File: config.mk
export PLATFORM = sky130hd
export DESIGN_NAME = mem_lsu
export DESIGN_NICKNAME = d
export VERILOG_FILES = /design/src/rtl/mem_lsu_pkg.sv /design/src/rtl/mem_lsu_align.sv /design/src/rtl/mem_lsu.sv
export SDC_FILE = /design/constraint.sdc
export NUM_CORES = 1
export LEC_CHECK = 0
export CAP_MARGIN = 0
export CORE_MARGIN = 3
export CORE_UTILIZATION = 45
export DETAILED_ROUTE_END_ITERATION = 8
export DONT_BUFFER_PORTS = 1
export GPL_ROUTABILITY_DRIVEN = 1
export MAX_ROUTING_LAYER = met4
export PLACE_DENSITY = 0.67
export SYNTH_ARGS = -nofsm -noshare
export SYNTH_HDL_FRONTEND = slang
export SYNTH_SLANG_ARGS = --single-unit
File: constraint.sdc
create_clock -name clk -period 19.83 [get_ports clk]
set_input_delay 0.9915 -clock clk [delete_from_list [all_inputs] [get_ports clk]]
set_output_delay 0.9915 -clock clk [all_outputs]
set_load 0.01 [all_outputs]
File: src/rtl/mem_lsu_pkg.sv
// mem_lsu_pkg: shared LSU state encoding, funct3 codes and defaults
package mem_lsu_pkg;
    localparam int LSU_DATA_WIDTH = 64;
    localparam int LSU_ADDR_WIDTH = 64;
    localparam int LSU_WAIT_LIMIT = 255;
    localparam logic [2:0] F3_BU  = 3'd4;
    localparam logic [2:0] F3_BAD = 3'd7;
    typedef enum logic [1:0] {ST_IDLE, ST_REQ, ST_RESP, ST_DONE} lsu_state_t;
    function automatic logic [7:0] size_mask(input logic [1:0] sz);
        return sz == 2'd0 ? 8'h01 : sz == 2'd1 ? 8'h03 : sz == 2'd2 ? 8'h0F : 8'hFF;
    endfunction
endpackage

File: src/rtl/mem_lsu_align.sv
// mem_lsu_align: byte-lane placement of stores and extraction/extension of loads
module mem_lsu_align
    import mem_lsu_pkg::*;
#(
    parameter int DATA_WIDTH = LSU_DATA_WIDTH
) (
    input  logic [2:0]            i_off,
    input  logic [2:0]            i_width,
    input  logic [DATA_WIDTH-1:0] i_wdata,
    input  logic [DATA_WIDTH-1:0] i_rdata,
    output logic [DATA_WIDTH-1:0] o_wdata_sh,
    output logic [7:0]            o_wstrb,
    output logic [DATA_WIDTH-1:0] o_rdata_ext,
    output logic                  o_misaligned
);
    logic [5:0]            w_sh;
    logic [5:0]            w_msb;
    logic [7:0]            w_bmask;
    logic [DATA_WIDTH-1:0] w_lmask;
    logic [DATA_WIDTH-1:0] w_shr;
    logic                  w_sign;
    assign w_sh         = {i_off, 3'b000};
    assign w_msb        = {i_width[1:0] == 2'd3, i_width[1], |i_width[1:0], 3'b111};
    assign w_bmask      = size_mask(i_width[1:0]);
    assign w_lmask      = (DATA_WIDTH'(2) << w_msb) - DATA_WIDTH'(1);
    assign w_shr        = i_rdata >> w_sh;
    assign w_sign       = (i_width < F3_BU) & w_shr[w_msb];
    assign o_rdata_ext  = (w_shr & w_lmask) | (w_sign ? ~w_lmask : '0);
    assign o_wdata_sh   = i_wdata << w_sh;
    assign o_wstrb      = w_bmask << i_off;
    assign o_misaligned = (i_width == F3_BAD) | (|(i_off & w_msb[5:3]));
endmodule

File: src/rtl/mem_lsu.sv
// mem_lsu: MEM-stage load/store unit driving a handshaked doubleword bus
module mem_lsu
    import mem_lsu_pkg::*;
#(
    parameter int DATA_WIDTH = LSU_DATA_WIDTH,
    parameter int ADDR_WIDTH = LSU_ADDR_WIDTH,
    parameter int WAIT_LIMIT = LSU_WAIT_LIMIT
) (
    input  logic                  clk,
    input  logic                  rst,
    input  logic                  i_mem_re,
    input  logic                  i_mem_we,
    input  logic [2:0]            i_mem_data_width,
    input  logic [ADDR_WIDTH-1:0] i_mem_addr,
    input  logic [DATA_WIDTH-1:0] i_mem_data_in,
    output logic                  o_lsu_stall,
    output logic                  o_lsu_valid,
    output logic [DATA_WIDTH-1:0] o_lsu_data_out,
    output logic                  o_lsu_misaligned,
    output logic                  o_lsu_bus_err,
    output logic                  o_bus_req,
    output logic                  o_bus_we,
    output logic [ADDR_WIDTH-1:0] o_bus_addr,
    output logic [DATA_WIDTH-1:0] o_bus_wdata,
    output logic [7:0]            o_bus_wstrb,
    input  logic                  i_bus_ready,
    input  logic                  i_bus_rvalid,
    input  logic [DATA_WIDTH-1:0] i_bus_rdata
);
    localparam int CW = $clog2(WAIT_LIMIT + 1);
    lsu_state_t            r_state;
    logic [CW-1:0]         r_cnt;
    logic                  r_we;
    logic [2:0]            r_off;
    logic [2:0]            r_width;
    logic [2:0]            w_off;
    logic [2:0]            w_width;
    logic [DATA_WIDTH-1:0] w_wdata_sh;
    logic [DATA_WIDTH-1:0] w_rdata_ext;
    logic [7:0]            w_wstrb;
    logic                  w_mis;
    logic                  w_expired;
    // In IDLE the aligner sees the live request; afterwards the captured access drives load extraction.
    assign w_off       = (r_state == ST_IDLE) ? i_mem_addr[2:0] : r_off;
    assign w_width     = (r_state == ST_IDLE) ? i_mem_data_width : r_width;
    assign w_expired   = r_cnt == CW'(WAIT_LIMIT - 1);
    assign o_lsu_stall = ~rst & (i_mem_re | i_mem_we) & (r_state != ST_DONE);
    mem_lsu_align #(.DATA_WIDTH(DATA_WIDTH)) u_align (
        .i_off        (w_off),
        .i_width      (w_width),
        .i_wdata      (i_mem_data_in),
        .i_rdata      (i_bus_rdata),
        .o_wdata_sh   (w_wdata_sh),
        .o_wstrb      (w_wstrb),
        .o_rdata_ext  (w_rdata_ext),
        .o_misaligned (w_mis)
    );
    // Access sequencer: capture, bus request, response wait with timeout, one-cycle completion.
    always_ff @(posedge clk or posedge rst) begin
        if (rst) begin
            r_state          <= ST_IDLE;
            r_cnt            <= '0;
            r_we             <= 1'b0;
            r_off            <= '0;
            r_width          <= '0;
            o_lsu_valid      <= 1'b0;
            o_lsu_data_out   <= '0;
            o_lsu_misaligned <= 1'b0;
            o_lsu_bus_err    <= 1'b0;
            o_bus_req        <= 1'b0;
            o_bus_we         <= 1'b0;
            o_bus_addr       <= '0;
            o_bus_wdata      <= '0;
            o_bus_wstrb      <= '0;
        end else begin
            o_lsu_valid      <= 1'b0;
            o_lsu_misaligned <= 1'b0;
            o_lsu_bus_err    <= 1'b0;
            case (r_state)
                ST_IDLE: if (i_mem_re | i_mem_we) begin
                    r_we    <= i_mem_we;
                    r_off   <= i_mem_addr[2:0];
                    r_width <= i_mem_data_width;
                    if (w_mis) begin
                        r_state          <= ST_DONE;
                        o_lsu_valid      <= 1'b1;
                        o_lsu_misaligned <= 1'b1;
                        o_lsu_data_out   <= '0;
                    end else begin
                        r_state     <= ST_REQ;
                        r_cnt       <= '0;
                        o_bus_req   <= 1'b1;
                        o_bus_we    <= i_mem_we;
                        o_bus_addr  <= {i_mem_addr[ADDR_WIDTH-1:3], 3'b000};
                        o_bus_wdata <= i_mem_we ? w_wdata_sh : '0;
                        o_bus_wstrb <= i_mem_we ? w_wstrb : 8'h00;
                    end
                end
                ST_REQ: if (i_bus_ready) begin
                    r_state   <= ST_RESP;
                    r_cnt     <= '0;
                    o_bus_req <= 1'b0;
                end else if (w_expired) begin
                    r_state        <= ST_DONE;
                    o_bus_req      <= 1'b0;
                    o_lsu_valid    <= 1'b1;
                    o_lsu_bus_err  <= 1'b1;
                    o_lsu_data_out <= '0;
                end else begin
                    r_cnt <= r_cnt + CW'(1);
                end
                ST_RESP: if (i_bus_rvalid) begin
                    r_state        <= ST_DONE;
                    o_lsu_valid    <= 1'b1;
                    o_lsu_data_out <= r_we ? '0 : w_rdata_ext;
                end else if (w_expired) begin
                    r_state        <= ST_DONE;
                    o_lsu_valid    <= 1'b1;
                    o_lsu_bus_err  <= 1'b1;
                    o_lsu_data_out <= '0;
                end else begin
                    r_cnt <= r_cnt + CW'(1);
                end
                default: r_state <= ST_IDLE;
            endcase
        end
    end
endmodule
# --- Word level (Yosys, flattened, before mapping) ---
# Index checks and enable logic that the tools add are counted.
totals:
  reg_bits: 219
  out_inout_bits: 206
  mem_count: 0
  word_cells: 101
  ramBits: 0
  latch_bits: 0
  mem_bits_ro: 0
  in_bits: 201
op_classes:
  n_addsub: 2
  n_div: 0
  eq_ne: 14
  reduce_logical: 11
  shifts: 4
  bitwise_logic: 11
  mul: 0
  magnitude_cmp: 2
  n_mux: 43
op_table:
  columns: ["cell", "n"]
  rows:
  - ["$mux W64", 8]
  - ["$pmux W64 S3", 1]
  - ["$mux W8", 9]
  - ["$and A64 B64 Y64", 1]
  - ["$not A64 Y64", 1]
  - ["$or A64 B64 Y64", 1]
  - ["$shl A2 B6 Y64 const A", 1]
  - ["$shl A64 B6 Y64", 1]
  - ["$shr A64 B6 Y64", 1]
  - ["$sub A64 B2 Y64 const B", 1]
  - ["$pmux W8 S3", 1]
  - ["$mux W1", 12]
  - ["$reduce_and A4 Y1", 3]
  - ["$mux W2", 5]
  - ["$add A8 B1 Y8 const B", 1]
  - ["$eq A8 B8 Y1 const B", 1]
  - ["$ne A2 B2 Y1 const B", 4]
  - ["$shl A8 B3 Y8", 1]
  - ["$lt A6 B7 Y1 const B", 1]
  - ["$eq A2 B2 Y1 const B", 3]
  - ["$mux W3", 2]
  - ["$pmux W2 S3", 1]
  - ["$eq A2 B1 Y1 const B", 2]
  - ["$logic_not A2 Y1", 2]
  - ["other kinds (17)", 23]

# --- Depth between registers and ports, before layout ---
# Gate-level depths: netlist of the first run.
logic_depth:
  depth_word: 11
  ltp_mapped: 12
  mapped_depth_nobuf: 8

# --- Hierarchy ---
# Synthesis of the first run repeated with hierarchy kept, for this count alone.
unflattened:
  hier_cells: 1193
  hier_area_um2: 12295.5
by_module_without_submodules:
  columns: ["mod", "cells_each", "area_each_um2", "seq_area_each_um2", "n_inst"]
  rows:
  - ["mem_lsu", 568, 8363.0, 5480.3, 1]
  - ["mem_lsu_align", 625, 3932.5, 0.0, 1]

# --- Worst setup path before layout of the first run ---
# Ideal clock, no wire load.
synth_timing:
  kind: "in2reg"
  from: "in i_mem_addr[0]"
  to: "reg o_lsu_data_out[40]"
  t_required_ps: 19704
  setup_slack_ps: 16871
  path_stages: 7
  setup_time_ps: 126
  arrival_ps: 2833
  path_buffers: 1
  cell_sequence: "mux2i_1 -> mux4_2 -> mux2i_2 -> nand2_1 -> o2111a_2 -> buf_6 -> a221o_1"
synth_via:
  elab_chain_len: 10
  word_cells_on_any_way: 16
  cone_classes: "1 x eq/ne; 1 x shift; 7 x mux; 5 x bitwise; 2 x reduce/logical"
synth_lines:
  columns: ["element", "line", "rtl"]
  rows:
  - ["start: declaration", "mem_lsu.sv:14", "input logic [ADDR_WIDTH-1:0] i_mem_addr,"]
  - ["$mux W3 *", "mem_lsu.sv:44", "assign w_off = (r_state == ST_IDLE) ? i_mem_addr[2:0] : r_off;"]
  - ["$shr A64 B6 Y64", "mem_lsu_align.sv:26", "assign w_shr = i_rdata >> w_sh;"]
  - ["$bmux W1 S3", "mem_lsu_align.sv:27", "assign w_sign = (i_width < F3_BU) & w_shr[w_msb];"]
  - ["$mux W1 (implied by the code)", "mem_lsu_align.sv:27", null]
  - ["$and A1 B1 Y1", "mem_lsu_align.sv:27", null]
  - ["$mux W64", "mem_lsu_align.sv:28", "assign o_rdata_ext = (w_shr & w_lmask) | (w_sign ? ~w_lmask : '0);"]
  - ["$or A64 B64 Y64", "mem_lsu_align.sv:28", null]
  - ["$mux W64", "mem_lsu.sv:115", "o_lsu_data_out <= r_we ? '0 : w_rdata_ext;"]
  - ["$mux W64", "mem_lsu.sv:112", "ST_RESP: if (i_bus_rvalid) begin"]
  - ["$pmux W64 S3", "mem_lsu.sv:79", "case (r_state)"]
  - ["end signal: assignment", "mem_lsu.sv:115", null]
  - ["end: declaration", "mem_lsu.sv:18", "output logic [DATA_WIDTH-1:0] o_lsu_data_out,"]
# Mark *: on every way between the ends. The rest lies on a longest branch, timed or not. The select of a mux whose other input is x is not followed.
# A chain may end at the register's enable or synchronous reset.

# --- Worst setup path in the final report of the first run ---
layout_timing:
  from: "reg r_state[0]"
  to: "reg o_lsu_data_out[31]"
layout_via:
  elab_chain_len: 11
  word_cells_on_any_way: 30
  cone_classes: "1 x add/sub; 1 x order compare; 7 x eq/ne; 2 x shift; 8 x mux; 6 x bitwise; 5 x reduce/logical"
layout_lines:
  columns: ["element", "line", "rtl"]
  rows:
  - ["start: declaration", "mem_lsu.sv:31", "lsu_state_t r_state;"]
  - ["start signal: assignment", "mem_lsu.sv:61", "r_state <= ST_IDLE;"]
  - ["start signal: assignment", "mem_lsu.sv:85", "r_state <= ST_DONE;"]
  - ["start signal: assignment", "mem_lsu.sv:90", "r_state <= ST_REQ;"]
  - ["$logic_not A2 Y1", "mem_lsu.sv:44, mem_lsu.sv:45, mem_lsu.sv:79", null]
  - ["$mux W3 (on tied branches)", "mem_lsu.sv:45, mem_lsu.sv:44", null]
  - ["$eq A2 B2 Y1 (tied with other cells)", "mem_lsu_align.sv:23", "assign w_msb = {i_width[1:0] == 2'd3, i_width[1], |i_width[1:0], 3'b111};"]
  - ["$shl A2 B6 Y64 or $bmux W1 S3 (tied branches)", "mem_lsu_align.sv:25, mem_lsu_align.sv:27", null]
  - ["$sub A64 B2 Y64 or $mux W1 (tied branches)", "mem_lsu_align.sv:25, mem_lsu_align.sv:27", null]
  - ["$not A64 Y64 or $and A1 B1 Y1 (tied branches)", "mem_lsu_align.sv:28, mem_lsu_align.sv:27", null]
  - ["$mux W64", "mem_lsu_align.sv:28", null]
  - ["$or A64 B64 Y64", "mem_lsu_align.sv:28", null]
  - ["$mux W64", "mem_lsu.sv:115", null]
  - ["$mux W64", "mem_lsu.sv:112", null]
  - ["$pmux W64 S3", "mem_lsu.sv:79", null]
# Several ways; a longest one is shown, not always the timed one. The select of a mux whose other input is x is not followed.

==> flow_metrics.env, run 1 <==
export IMPL_status="complete, no violations"
export IMPL_power_total_mw=2.477
export IMPL_leakage_nw=5.731
export IMPL_worstPathMaxFanout=59
export IMPL_layout_setup_ws_ps=15970
export IMPL_startpoint_type="flop"
export IMPL_finalHoldViolCount=0
export IMPL_cts_max_path_buffers=3
export IMPL_fmax_mhz=259.3
export IMPL_avgSynthCellArea_um2=10.31
export IMPL_rows=58
export IMPL_cts_tree="yes"
export IMPL_via_count=9382
export IMPL_final_layout_size_suffix_gt1_share_pct=10.39
export IMPL_rsz0062_at_grt="false"
export IMPL_grt_pass1_vias=9503
export IMPL_dp_hpwl_mm=29.98
export IMPL_cp_end_kind="flop"
export IMPL_clkTransAtPathRegs_ps=60
export IMPL_antenna_found_initial=1
export IMPL_finClkSkew_ps=9.968
export IMPL_stdcell_count=1457
export IMPL_first_pass_iters=7
export IMPL_final_common_cell="nand2_1"
export IMPL_period_share_pct=19.45
export IMPL_required_ps=20210
export IMPL_ys_warn_count=0
export IMPL_syn_inst=1151
export IMPL_setup_violations=0
export IMPL_slew_headroom_pct=21.72
export IMPL_reg2reg_slack_ps=15970
export IMPL_cts_sinks=219
export IMPL_ios=407
export IMPL_powerDensity_nw_per_um2=192.8
export IMPL_cts_setup_buffers=0
export IMPL_place_area_um2=12010
export IMPL_grt_overflow_total=0
export IMPL_core_um2=25540
export IMPL_dieWidth_um=168.4
export IMPL_synth_edff_count=0
export IMPL_worstSkewPairLatency_ps=530
export IMPL_grt_first_pass_wirelength_mm=60.95
export IMPL_irDropWorstVdd_mv=0.1165
export IMPL_mostFrequentLayoutCells="nand2_1 (228), dfrtp_1 (219), mux2i_1 (89)"
export IMPL_io_buffers=0
export IMPL_synthFlopType="dfrtp_1"
export IMPL_utilization_pct=50.28
export IMPL_ff2ff_path_depth=10
export IMPL_clockRootBuffer="clkbuf_16"
export IMPL_place_inst=1410
export IMPL_hold_slack_ps=424.9
export IMPL_ant_nets=0
export IMPL_min_period_ps=3857
export IMPL_r2r_start="r_state[0]$_DFFE_PP0N_"
export IMPL_start_util_pct=46.43
export IMPL_async_reset_ff_share_pct=100.0
export IMPL_grt_max_degree=102
export IMPL_hold_path_class="input port to async pin"
export IMPL_wl_per_cell_um=28.24
export IMPL_worstMarginPinSlew_ps=1168
export IMPL_yosysSeqAreaShare_pct=46.20
export IMPL_cts_made_buffers=25
export IMPL_dr_first_iter_drc_count=643
export IMPL_yosysUniqueCellTypes=65
export IMPL_tns_ps=0
export IMPL_cts_hold_buf=0
export IMPL_critPathLaunch="r_state[0]$_DFFE_PP0N_"
export IMPL_drc_errors=0
export IMPL_grt_usage_pct=28.61
export IMPL_post_place_ws_ps=15970
export IMPL_fin_area_um2=12840
export IMPL_vias_per_cell=6.439
export IMPL_drv_cap=0
export IMPL_syn2layout_area_growth_pct=8.291
export IMPL_drv_slew=0
export IMPL_die_area_um2=28340
export IMPL_nNetsFinal=1315
export IMPL_die_h_um=168.4
export IMPL_h_tree_depth=1
export IMPL_routed_wl_mm=41.14
export IMPL_crit_type="flop to flop"
export IMPL_post_cts_resized=0
export IMPL_worst_ep_arrival_time_ps=4240
export IMPL_r2r_end="o_lsu_data_out[31]$_DFFE_PP0P_"
export IMPL_n_fill_cell=2312
export IMPL_place_congestion=0.9182
export IMPL_ys_ff_latch=219
export IMPL_syn_area_um2=11860
worst max path at each step:
stage                                                 to  cells after the start
after floorplan               o_bus_addr[10]$_DFFE_PP0P_                      1
after global placement    o_lsu_data_out[21]$_DFFE_PP0P_                     10
after detailed placement  o_lsu_data_out[21]$_DFFE_PP0P_                     10
after CTS                 o_lsu_data_out[21]$_DFFE_PP0P_                     10
after global routing      o_lsu_data_out[16]$_DFFE_PP0P_                     10
final                     o_lsu_data_out[31]$_DFFE_PP0P_                     10
flip-flops by register name (all words and copies together), names as in the netlist, 2 cells and up:
name and flops:
r_cnt 8, r_state 2, o_lsu_data_out 64, o_bus_wdata 64, o_bus_addr 61, r_width 3, o_bus_wstrb 8, r_off 3
worst max-delay path, stage by stage, from the launching register on:
cell and delay (ps):
dfrtp_1 420, inv_1 120, ha_1 160, buf_4 360
mux2i_4 280, buf_4 640, mux4_2 640, mux2i_2 260
nand3_1 170, a31oi_4 500, o21ai_1 150
cell usage after synthesis, types with 2 or more instances:
master     count  area share (%)
o221ai_1       8            0.59
nor2b_1        4            0.21
mux4_2        19             3.6
a221o_1       16             1.4
a22o_1        29             2.1
o21ai_0       33             1.4
nand3_1       18            0.76
nor3_4         2            0.27
mux2_1        61             5.8
ha_1           7            0.74
mux2i_2        3            0.35
dfrtp_1      219              46
a211o_1        2            0.15
a21oi_1       33             1.4
a211oi_1      19             1.2
mux2i_1       91             7.7
a31oi_1       15            0.79
nor3_2         2            0.17
and3_1        24             1.3
nand3b_1       2            0.13
or3_1          2            0.11
nor2_1        31            0.98
o21a_1         4            0.25
o211ai_1       4            0.25
a2111oi_4      2            0.46
inv_1         13            0.41
clkbuf_1      25            0.79
a32oi_1       16             1.2
buf_4          6            0.38
nand2_1      228             7.2
buf_1          4            0.13
mux2_2        14             1.3
a21o_1         3            0.19
nand2b_1       5            0.26
o2bb2ai_1      2            0.15
nor3_1         6            0.25
o21ai_1       75             3.2
buf_2         46             1.9
buf_6          5            0.47
a32o_1         3            0.25
o31ai_1       11            0.70
a22oi_1        8            0.51
o22ai_1        9            0.47
power breakdown:
part	total, mW	internal (mW)	switching, mW	leakage, nW
logic	1.18	0.443	0.734	2.48
clock network	0.468	0.275	0.194	0.406
registers	0.832	0.608	0.224	2.85
layout make-up:
cell class / instances / area [um2] / area share [%]
tap: 330 / 412.9 / 3.214
sequential: 219 / 5480 / 42.67
antenna: 1 / 2.502 / 0.01948
inverter: 14 / 60.06 / 0.4676
timing repair buffer: 13 / 97.59 / 0.7598
clock inverter: 14 / 142.6 / 1.110
multi-input combinational: 834 / 5957 / 46.38
clock buffer: 32 / 691.9 / 5.387
layer usage:
layer	global-route usage [%]	share of wire, %	vias up
met1	29.99	33	4683
met5	-	0	-
met3	10.78	11	99
met2	48.99	51	478
met4	11.06	4.5	0
li1	-	-	4122
cells by family after synthesis:
group | synth area share [%]
and+or+nand+nor | 12.52
AOI/OAI and AO/OA | 17.47
DFF | 46.20
muxes | 18.88
buffers and inverters | 4.156
adders and majority gates | 0.7384
other | 0.03162
Power figures use the tool's default switching activity.
==> run 2: changes to the inputs <==
Settings changed: ABC_AREA set to 1, PLACE_DENSITY 0.67 to 0.69.
Clock period 19.83 ns to 3.2 ns, I/O delays scaled along.
==> run 2 against run 1 <==
Against the previous run:
- register-to-register slack worse by 16000 ps
- highest routed layer unchanged
- cell count up 46%
- area after synthesis up 5.0%
- clock-buffer cell count up 5
- clock power rose to 6.2 times the previous value
- global-route usage up 2.0 points
- non-clock buffer count up 110
- hold slack worse by 420 ps
==> flow_metrics.env, run 2 <==
export IMPL_place_congestion=0.9625
export IMPL_hp_start="i_mem_re"
export IMPL_clockRootBuffer="clkbuf_16"
export IMPL_finClkSkew_ps=20.67
export IMPL_synth_area_leaders="dfrtp_1 (44%), nand2_1 (19%), o21ai_0 (9.7%)"
export IMPL_yosysUniqueCellTypes=43
export IMPL_drv_cap=0
export IMPL_grt_first_pass_wirelength_mm=68.59
export IMPL_mostFrequentLayoutCells="nand2_1 (646), o21ai_0 (242), dfrtp_1 (219)"
export IMPL_ys_ff_latch=219
export IMPL_synth_compound_area_share_pct=19.62
export IMPL_grt_overflow_total=0
export IMPL_use_met3_pct=10.75
export IMPL_setup_violations=0
export IMPL_ios=407
export IMPL_critPathSlowestCell="o21ai_0"
export IMPL_slew_headroom_pct=17.42
export IMPL_yosys_cell_count_top_type="nand2_1"
export IMPL_status="complete, no violations"
export IMPL_synth_cells_most_frequent="nand2_1 (646), o21ai_0 (242), dfrtp_1 (219)"
export IMPL_hold_slack_ps=0.9631
export IMPL_holdPathStages=2
export IMPL_ant_nets=0
export IMPL_syn_area_um2=12460
export IMPL_die_area_um2=29710
export IMPL_syn_inst=1701
export IMPL_avgSynthCellArea_um2=7.323
export IMPL_startpoint_type="flop"
export IMPL_synth_xor_area_share_pct=0.07032
export IMPL_crit_cells=10
export IMPL_final_common_cell="nand2_1"
export IMPL_crit_type="flop to flop"
export IMPL_async_reset_ff_share_pct=100.0
export IMPL_synth_edff_count=0
export IMPL_p_int_mw=8.251
export IMPL_synth_adder_area_share_pct=0.7032
export IMPL_start_util_pct=45.96
export IMPL_yosysTopAreaCellShare_pct=44.00
export IMPL_worstMarginPinSlew_ps=1234
export IMPL_cts_max_path_buffers=3
export IMPL_min_period_ps=2943
export IMPL_io_buffers=0
export IMPL_grt_max_degree=78
export IMPL_antenna_found_initial=2
export IMPL_place_inst=1982
export IMPL_cts_tree="yes"
export IMPL_met2_usage_pct=44.48
export IMPL_powerDensity_nw_per_um2=1221
export IMPL_r2r_start="r_state[0]$_DFFE_PP0N_"
export IMPL_use_met1_pct=39.36
export IMPL_grt_usage_pct=30.58
export IMPL_period_share_pct=91.98
export IMPL_max_stage_delay_ps=490
export IMPL_grt_pass1_vias=11500
export IMPL_vias_per_cell=5.777
export IMPL_syn2layout_area_growth_pct=16.13
export IMPL_clkPwrFrac_pct=16.5
export IMPL_critPathBufInv=3
export IMPL_pwr_share_seq_pct=28.1
export IMPL_stdcell_count=2121
export IMPL_fin_area_um2=14470
export IMPL_synth_top_family_by_area="simple AND/OR/NAND/NOR gates"
export IMPL_drc_errors=0
export IMPL_muxShareOfSynthArea_pct=0.4018
export IMPL_finalHoldViolCount=0
export IMPL_rows=60
export IMPL_synthFlopType="dfrtp_1"
export IMPL_dieWidth_um=172.4
export IMPL_fmax_mhz=339.8
export IMPL_die_h_um=172.4
export IMPL_critPathLaunch="r_state[0]$_DFFE_PP0N_"
export IMPL_switching_power_mw=9.416
export IMPL_place_area_um2=12710
export IMPL_worstSkewPairLatency_ps=540
export IMPL_yosys_area_top_type="dfrtp_1"
export IMPL_routed_wl_mm=46.43
export IMPL_final_layout_size_suffix_gt1_share_pct=6.468
export IMPL_cts_setup_buffers=0
export IMPL_critPathTopFamily="compound AO/OA/AOI/OAI gates"
export IMPL_cts_sinks=219
export IMPL_dp_hpwl_mm=33.05
export IMPL_leakage_nw=7.030
export IMPL_reg_largest_list="o_bus_wdata x64, o_lsu_data_out x64, o_bus_addr x61"
export IMPL_cp_cell_sequence="inv_1 > ha_2 > inv_2 > nand2_1 > nand2_4 > buf_4 > o21ai_0 > o21ai_0 > nand2_1 > a32o_1"
export IMPL_cp_end_kind="flop"
export IMPL_worst_ep_arrival_time_ps=3350
export IMPL_hold_path_class="input port to flop"
export IMPL_busiest_layer="met2"
export IMPL_p_comb_share_pct=55.5
export IMPL_p_sw_share_pct=53.30
export IMPL_dr_first_iter_drc_count=1426
export IMPL_cts_made_buffers=26
export IMPL_yosys_area_share_simple_pct=27.71
export IMPL_irDropWorstVdd_mv=0.5965
export IMPL_worstPathMaxFanout=58
export IMPL_yosysSeqAreaShare_pct=44.00
export IMPL_nNetsFinal=1936
export IMPL_first_pass_iters=7
export IMPL_via_count=12250
export IMPL_ys_warn_count=0
export IMPL_core_um2=27100
export IMPL_required_ps=3610
export IMPL_wl_per_cell_um=21.89
export IMPL_clkTransAtPathRegs_ps=60
export IMPL_drv_slew=0
export IMPL_ff2ff_path_depth=10
export IMPL_h_tree_depth=1
==> run 2: cell families (layout without fill, tap and decap cells) <==
logic type | after synthesis | count (layout)
mux | 5 | 5
other cells | 1 | 5
xor+xnor | 1 | 1
fa+ha+maj | 7 | 7
buf+inv | 210 | 254
flops | 219 | 219
compound gates | 414 | 414
simple gates | 844 | 844
==> run 2: metal layers <==
metal	wire length, um	vias to the layer above
li1	-	5724
met4	1927	0
met1	18610	5687
met2	20020	719
met5	0	-
met3	5872	123
==> run 2: metrics by stage <==
stage	worst slack, ps	total power, mW	utilization, %	setup TNS (ps)
2_1_floorplan	185.9	11.65	-	0
3_3_place_gp	260.6	14.32	46.88	0
3_5_place_dp	132.0	14.44	46.88	0
4_1_cts	41.11	17.51	53.31	0
5_1_grt	-5.995	18.99	53.37	-5.995
6_report	256.7	17.67	53.37	0
==> run 2: cell type report <==
class	count	area [um2]
Fill cell	2549	12640
Tap cell	372	465.4
Inverter	84	321.6
Clock buffer	37	753.2
Clock inverter	10	88.84
Antenna cell	2	5.005
Timing Repair Buffer	123	1252
Multi-Input combinational cell	1274	6098
Sequential cell	219	5480
==> run 2: timing repair <==
| action | 4_1_cts | 5_1_grt |
|---|---|---|
| hold endpoints to repair | 140 | 0 |
| resized for setup | 0 | 3 |
| hold buffers | 90 | 0 |
| setup endpoints to repair | 0 | 93 |
==> run 2: path summary, 6_finish.rpt <==
| kind | end | slack (ps) |
|---|---|---|
| max in group asynchronous | o_bus_addr[59]$_DFFE_PP0P_ | 1800 |
| hold reg to reg | o_bus_addr[41]$_DFFE_PP0P_ | 540 |
| setup reg to reg | o_bus_wdata[56]$_DFFE_PP0P_ | 260 |
| min in group asynchronous | o_lsu_valid$_DFF_PP0_ | 310 |
| hold / removal | o_lsu_misaligned$_DFF_PP0_ | 1 |
| setup / recovery | o_bus_wdata[56]$_DFFE_PP0P_ | 260 |
==> run 2: power groups by stage <==
| stage | clock network (mW) | logic, mW | registers (mW) |
|---|---|---|---|
| after floorplan | 0 | 6.99 | 4.66 |
| after global placement | 0 | 9.33 | 4.99 |
| after detailed placement | 0 | 9.43 | 5.01 |
| after CTS | 2.98 | 9.57 | 4.96 |
| after global routing | 3.10 | 10.8 | 5.08 |
| final | 2.91 | 9.80 | 4.96 |
